==> config.mk <==
export PLATFORM = sky130hd
export DESIGN_NAME = dualport_ram_param
export DESIGN_NICKNAME = d
export VERILOG_FILES = /design/src/rtl/dualport_ram_param_pkg.sv /design/src/rtl/dualport_ram_param_sweep_ctrl.sv /design/src/rtl/dualport_ram_param.sv
export SDC_FILE = /design/constraint.sdc
export NUM_CORES = 1
export LEC_CHECK = 0
export CORE_UTILIZATION = 50
export CTS_BUF_LIST = sky130_fd_sc_hd__clkbuf_8
export CTS_CLUSTER_DIAMETER = 50
export DETAILED_ROUTE_END_ITERATION = 12
export PLACE_DENSITY = 0.69
export SLEW_MARGIN = 20
export SYNTH_ARGS = -nofsm -noshare
export SYNTH_HDL_FRONTEND = slang
export SYNTH_SLANG_ARGS = --single-unit
export TNS_END_PERCENT = 5
==> constraint.sdc <==
create_clock -name clk -period 4.1 [get_ports clk]
set_clock_uncertainty 0.2 [all_clocks]
set_input_delay 0.82 -clock clk [delete_from_list [all_inputs] [get_ports clk]]
set_output_delay 0.82 -clock clk [all_outputs]
set_load 0.02 [all_outputs]
==> src/rtl/dualport_ram_param_pkg.sv <==
// Shared types for the parametrised dual-port RAM: sweep controller state encoding.
package dualport_ram_param_pkg;

  typedef enum logic {
    INIT = 1'b0,
    RUN  = 1'b1
  } sweep_state_t;

endpackage

==> src/rtl/dualport_ram_param_sweep_ctrl.sv <==
// Clear-sweep controller: walks every address once after reset or clr, then
// hands the ports back to the user. accept qualifies user reads and writes.
module ram_sweep_ctrl
  import dualport_ram_param_pkg::*;
#(
  parameter int ADDR_W = 4
) (
  input  logic              clk,
  input  logic              rst,
  input  logic              clr,
  output logic              init_busy,
  output logic              accept,
  output logic [ADDR_W-1:0] sweep_add
);

  localparam logic [ADDR_W-1:0] LAST_ADD = '1;

  sweep_state_t      state_reg, state_next;
  logic [ADDR_W-1:0] cnt_reg, cnt_next;

  always_ff @(posedge clk or negedge rst) begin
    if (!rst) begin
      state_reg <= INIT;
      cnt_reg   <= '0;
    end else begin
      state_reg <= state_next;
      cnt_reg   <= cnt_next;
    end
  end

  // Termination is on the last-address compare, so the counter never wraps into RUN early.
  always_comb begin
    state_next = state_reg;
    cnt_next   = cnt_reg;
    unique case (state_reg)
      INIT: begin
        cnt_next = cnt_reg + 1'b1;
        if (cnt_reg == LAST_ADD) begin
          state_next = RUN;
          cnt_next   = '0;
        end
      end
      RUN: begin
        if (clr) begin
          state_next = INIT;
          cnt_next   = '0;
        end
      end
      default: begin
        state_next = INIT;
        cnt_next   = '0;
      end
    endcase
  end

  assign init_busy = (state_reg == INIT);
  assign accept    = (state_reg == RUN) && !clr;
  assign sweep_add = cnt_reg;

endmodule

==> src/rtl/dualport_ram_param.sv <==
// Simple dual-port RAM (one write, one registered read) with hardware clear sweep.
// BYPASS selects write-first (1) or read-first (0) behaviour on same-address collisions.
module dualport_ram_param
  import dualport_ram_param_pkg::*;
#(
  parameter int DATA_W = 8,
  parameter int ADDR_W = 4,
  parameter int BYPASS = 1
) (
  input  logic              clk,
  input  logic              rst,
  input  logic              we,
  input  logic [ADDR_W-1:0] wr_add,
  input  logic [DATA_W-1:0] datain,
  input  logic              re,
  input  logic [ADDR_W-1:0] rd_add,
  input  logic              clr,
  output logic [DATA_W-1:0] dataout,
  output logic              rd_valid,
  output logic              init_busy
);

  localparam int DEPTH = 2 ** ADDR_W;

  logic [DATA_W-1:0] mem [DEPTH];

  logic              accept;
  logic [ADDR_W-1:0] sweep_add;
  logic              ram_we;
  logic [ADDR_W-1:0] ram_wa;
  logic [DATA_W-1:0] ram_wd;
  logic              bypass_hit;

  ram_sweep_ctrl #(
    .ADDR_W(ADDR_W)
  ) u_sweep (
    .clk      (clk),
    .rst      (rst),
    .clr      (clr),
    .init_busy(init_busy),
    .accept   (accept),
    .sweep_add(sweep_add)
  );

  // The sweep owns the write port while busy; otherwise user writes pass when accepted.
  always_comb begin
    ram_we = we && accept;
    ram_wa = wr_add;
    ram_wd = datain;
    if (init_busy) begin
      ram_we = 1'b1;
      ram_wa = sweep_add;
      ram_wd = '0;
    end
  end

  if (BYPASS != 0) begin : g_write_first
    assign bypass_hit = we && (wr_add == rd_add);
  end else begin : g_read_first
    assign bypass_hit = 1'b0;
  end

  always_ff @(posedge clk) begin
    if (ram_we) begin
      mem[ram_wa] <= ram_wd;
    end
  end

  always_ff @(posedge clk or negedge rst) begin
    if (!rst) begin
      dataout  <= '0;
      rd_valid <= 1'b0;
    end else begin
      rd_valid <= re && accept;
      if (re && accept) begin
        dataout <= bypass_hit ? datain : mem[rd_add];
      end
    end
  end

endmodule

**Word-level counts from Yosys, hierarchy flattened**

Memories as Yosys holds them, arrays and structs flattened. A register that Yosys moved wholly into a read port is not among the register bits.
Index checks and enable logic that the tools add are counted.

- Input port bits: 21
- Bits in writable memories: 128
- Register bits: 6
- Memories: 1
- Output and inout port bits: 10

- Eq/ne operators: 2
- Reductions and logical operators: 5
- Add/sub/neg operators: 1
- Bitwise gates (word level): 1
- Mux-type cells: 11

Memory list:

| name | words | bits a word | read ports | clocked after memory_dff | wr ports | RTL line | text |
|---|---|---|---|---|---|---|---|
| mem | 16 | 8 | 1 | 1 | 1 | dualport_ram_param.sv:25 | `logic [DATA_W-1:0] mem [DEPTH];` |

Operators with widths:

| operator | number |
|---|---|
| 4-bit two-way mux | 3 |
| 8-bit two-way mux | 1 |
| 4-bit case mux with 2 select lines | 1 |
| 1-bit two-way mux | 5 |
| 4-bit by 1-bit adder with 4-bit output (second input constant) | 1 |
| 4-bit equality test (second input constant) | 1 |
| 1-bit logical AND | 3 |
| 1-bit logical NOT | 2 |
| 2-bit != test (second input constant) | 1 |
| 1-bit case mux with 2 select lines | 1 |
| 1-bit NOT | 1 |

**Logic depth before layout (Yosys ltp)**

- Word-level depth: 6
- Mapped depth: 7
- Depth with buffers taken out: 5

**Cells and area by module**

Synthesis repeated with hierarchy kept, for this count alone.

- Cells, all modules: 314
- Area, all modules: 5,743.0 um2

Modules (own cells, without submodules):

| module | area an instance (um2) | times used | cells an instance |
|---|---|---|---|
| dualport_ram_param | 5,484.0 | 1 | 290 |
| ram_sweep_ctrl | 259.0 | 1 | 24 |

**Worst setup path after synthesis**

OpenSTA, ideal clock, no wires.

- Path type: input -> register
- Start point: in rd_add[0]
- End point: reg dataout[3] (read register of mem)
- Required time: 3.770 ns
- Stages: 7
- Library setup time: 0.130 ns
- Setup slack: 1.779 ns
- Arrival time: 1.991 ns
- Buffers on the path: 2
- Path through: buf_6 > buf_6 > mux4_2 > a22oi_1 > nand2_1 > o21ai_1 > a31oi_1

RTL lines:

| what | RTL line | text |
|---|---|---|
| start, declared | dualport_ram_param.sv:16 | `input logic [ADDR_W-1:0] rd_add,` |
| end, declared | dualport_ram_param.sv:18 | `output logic [DATA_W-1:0] dataout,` |

**Worst setup path in the final report**

- Start point: in wr_add[2]
- End point: mem mem[3][6] (enable)

- Word-level cells in the longest chain between the ends: 1

Ends and longest elaborated chain:

| what | RTL line | text |
|---|---|---|
| start, declared | dualport_ram_param.sv:13 | `input logic [ADDR_W-1:0] wr_add,` |
| 4-bit two-way mux | dualport_ram_param.sv:50 | `if (init_busy) begin` |
| end, declared | dualport_ram_param.sv:25 |  |

Every way passes these cells.

==> results.toml <==
[status]
status = "complete, no violations"

[clocking]
cts_resized = 0
cts_setup_buffers = 0
clockRootBuffer = "clkbuf_8"
clk_latency_ns = 0.43
holdBufCountCts = 0
h-tree-depth = 4
cts_buffer_depth = 2
clk_pin_slew_ns = 0.08
clock_sinks = 142
numCtsBuffers = 17
cts_tree = "built"

[cells_and_area]
synthToLayoutAreaGrowth_pct = 13.3
nets = 390
regMostFlops = "mem"
largest_register_ffs = 128
antenna_cells = 0
layout-drive-gt1-share_pct = 20.7

[setup_path]
cp_slowest_cell = "nor2_1"
crit_type = "in -> reg"
cp_slowest_stage_delay_ns = 0.66
worstPathMaxFanout = 8
path_cells = "clkdlybuf4s50_1, nand2_1, a21boi_0, nand2_1, nor2_1"
critPathRequiredTime_ns = 3.96
cp-start-kind = "input port"
cp_common_cell = "nand2_1"
critPathArrivalTime_ns = 2.66
path_delay_family = "simple AND/OR/NAND/NOR gates"
cp_num_buf_inv = 1
worstSetupEndpointType = "flip-flop"

[synth]
synth-seq-cells = 142
synthFlopType = "edfxtp_1"
ys_types = 42
synth.cell_area_um2 = 5890
synthArstFlopShare_pct = 9.86
synth_nets = 351
synth_edf_count = 128
synth_warnings = 0
syn_avg_cell_area_um2 = 17.9
syn_inst = 329
seq_area_frac_synth_pct = 71.3

[pwr]
power_frac_seq_pct = 50.7
ir_worst_vdd_mv = 0.403
p_comb_share_pct = 24.5
power.density_nw_per_um2 = 621
switching_share_pct = 31.5
power_frac_clock_pct = 24.8
switching_power_mw = 1.30
p_leak_nw = 2.22
p_int_mw = 2.84

[place]
pre_cts_ws_ns = 0.830
io_buffer_count = 30
dp_hpwl_um = 7890
gp_congestion = 0.825

[sta]
slew_headroom_pct = 45.2
final_hold_viol_count = 0
report.final.setup_viol = 0
max_freq_mhz = 357
rsz0062_at_grt = "false"
fin_ws_ns = 1.30
fin_crit_ns = 2.80
worstMarginPinSlew_ns = 0.819
finalMaxSlewViolations = 0
finalSetupTns_ns = 0
period_share_pct = 68.4

[die]
fp.dieW_um = 110
initial_core_util_pct = 51.3
die_h_um = 110
core-area_um2 = 11500
rows = 39
die-area_um2 = 12200
io-pin-count = 31

[routing]
first_pass_iters = 4
vias = 3081
wl_um = 12000
vias_per_cell = 5.88
drt.antenna.violating_nets = 0
drt_iter0_markers = 312
wl_per_cell_um = 22.9
drc = 0

[global_route]
grt_max_degree = 36
grtUsageTotal_pct = 21.3
antenna_found_initial = 0
grt_overflow_total = 0
grt_pass1_wl_um = 18900
grt_pass1_vias = 3148

[min_path]
hold_class = "reg -> reg"

[flow_run]
max_cap_violations = 0
final timing paths:
kind | slack (ns) | cells after the start | endpoint | start
max in group asynchronous | 2.69 | 1 | dataout[3] | rst
hold reg to reg | 0.37 | 2 | dataout[3] | dataout[3]
setup / recovery | 1.30 | 5 | mem[3][6] | wr_add[2]
min in group asynchronous | 0.59 | 1 | u_sweep.sweep_add[1] | rst
hold / removal | 0.37 | 2 | dataout[3] | dataout[3]
setup reg to reg | 1.60 | 5 | mem[3][6] | u_sweep.state_reg
synthesized netlist by cell type (3+ instances only):
cell / n / area (um^2)
a31oi_1: 9 / 56.3
a22o_1: 3 / 26.3
buf_1: 3 / 11.3
edfxtp_1: 128 / 3840
o21ai_0: 10 / 50.1
dfrtp_1: 14 / 350
and2_1: 10 / 62.6
a22oi_1: 16 / 120
nand2_1: 17 / 63.8
mux4_2: 30 / 676
nand3_1: 9 / 45.0
clkbuf_1: 3 / 11.3
buf_2: 8 / 40.0
inv_1: 4 / 15.0
nor2_1: 30 / 113
cells by family (layout without fill, tap and decap cells):
family          Yosys count  after routing  share of synthesized area [%]
simple gates             70             70                           5.25
mux                      34             34                           12.7
flops                   142            142                           71.3
compound gates           55             55                           7.40
fa+ha+maj                 1              1                          0.213
xor+xnor                  4              4                          0.723
buf+inv                  23             75                           2.44
layout make-up:
| cell class | count | area, um^2 |
|---|---|---|
| Fill cell | 868 | 4800 |
| Sequential cell | 142 | 4190 |
| Multi-Input combinational cell | 164 | 1550 |
| Timing Repair Buffer | 38 | 355 |
| Clock buffer | 17 | 234 |
| Tap cell | 143 | 179 |
| Clock inverter | 15 | 141 |
| Inverter | 5 | 18.8 |
worst reg2reg max path, stage by stage, from the launching register on:
cell,delay [ns]
dfrtp_1,0.39
buf_4,0.23
nand2_1,0.10
a21boi_0,0.35
nand2_1,0.19
nor2_1,0.66
per-layer routing:
layer | part of all wire, % | up-vias | track usage [%]
met5 | 0 | - | 0
met4 | 1.4 | 0 | 7.73
met3 | 8.8 | 11 | 6.48
met2 | 47 | 128 | 30.7
met1 | 43 | 1542 | 30.9
li1 | - | 1400 | -
placed cells by master, fill, tap and decap left out, types with 2 or more instances in the layout:
| cell | count |
|---|---|
| clkbuf_8 | 17 |
| xor2_1 | 2 |
| clkinv_2 | 2 |
| mux2i_1 | 2 |
| mux4_1 | 2 |
| mux4_2 | 30 |
| inv_6 | 2 |
| clkinv_4 | 7 |
| a22oi_1 | 16 |
| nor2_1 | 30 |
| clkinvlp_4 | 3 |
| clkdlybuf4s50_1 | 29 |
| edfxtp_1 | 128 |
| dfrtp_1 | 14 |
| o21ai_0 | 10 |
| a22o_1 | 3 |
| and2_1 | 10 |
| nor2b_1 | 2 |
| buf_4 | 8 |
| nand3_1 | 9 |
| a21oi_1 | 2 |
| inv_1 | 4 |
| a31oi_1 | 9 |
| o22ai_1 | 2 |
| nand2_1 | 17 |
power by group through the flow:
stage                     Combinational [mW]  Clock, mW  Sequential [mW]
after CTS                               1.02       1.05             2.10
after global routing                    1.10       1.11             2.12
after detailed placement                1.02          0             2.13
after global placement                  1.01          0             2.12
after floorplan                        0.628          0             2.12
final                                   1.01       1.03             2.10
metrics by stage:
step | instances | utilization, % | instance area, um^2 | hold WS [ns] | power [mW]
3_5_place_dp | 492 | 54.9 | 6290 | 0.357 | 3.15
5_1_grt | 524 | 58.2 | 6670 | 0.405 | 4.34
3_3_place_gp | 492 | 54.9 | 6290 | 0.357 | 3.12
6_report | 524 | 58.2 | 6670 | 0.366 | 4.14
4_1_cts | 524 | 58.2 | 6670 | 0.368 | 4.17
2_1_floorplan | 329 | - | 5890 | 0.324 | 2.74
Power figures use the tool's default switching activity.
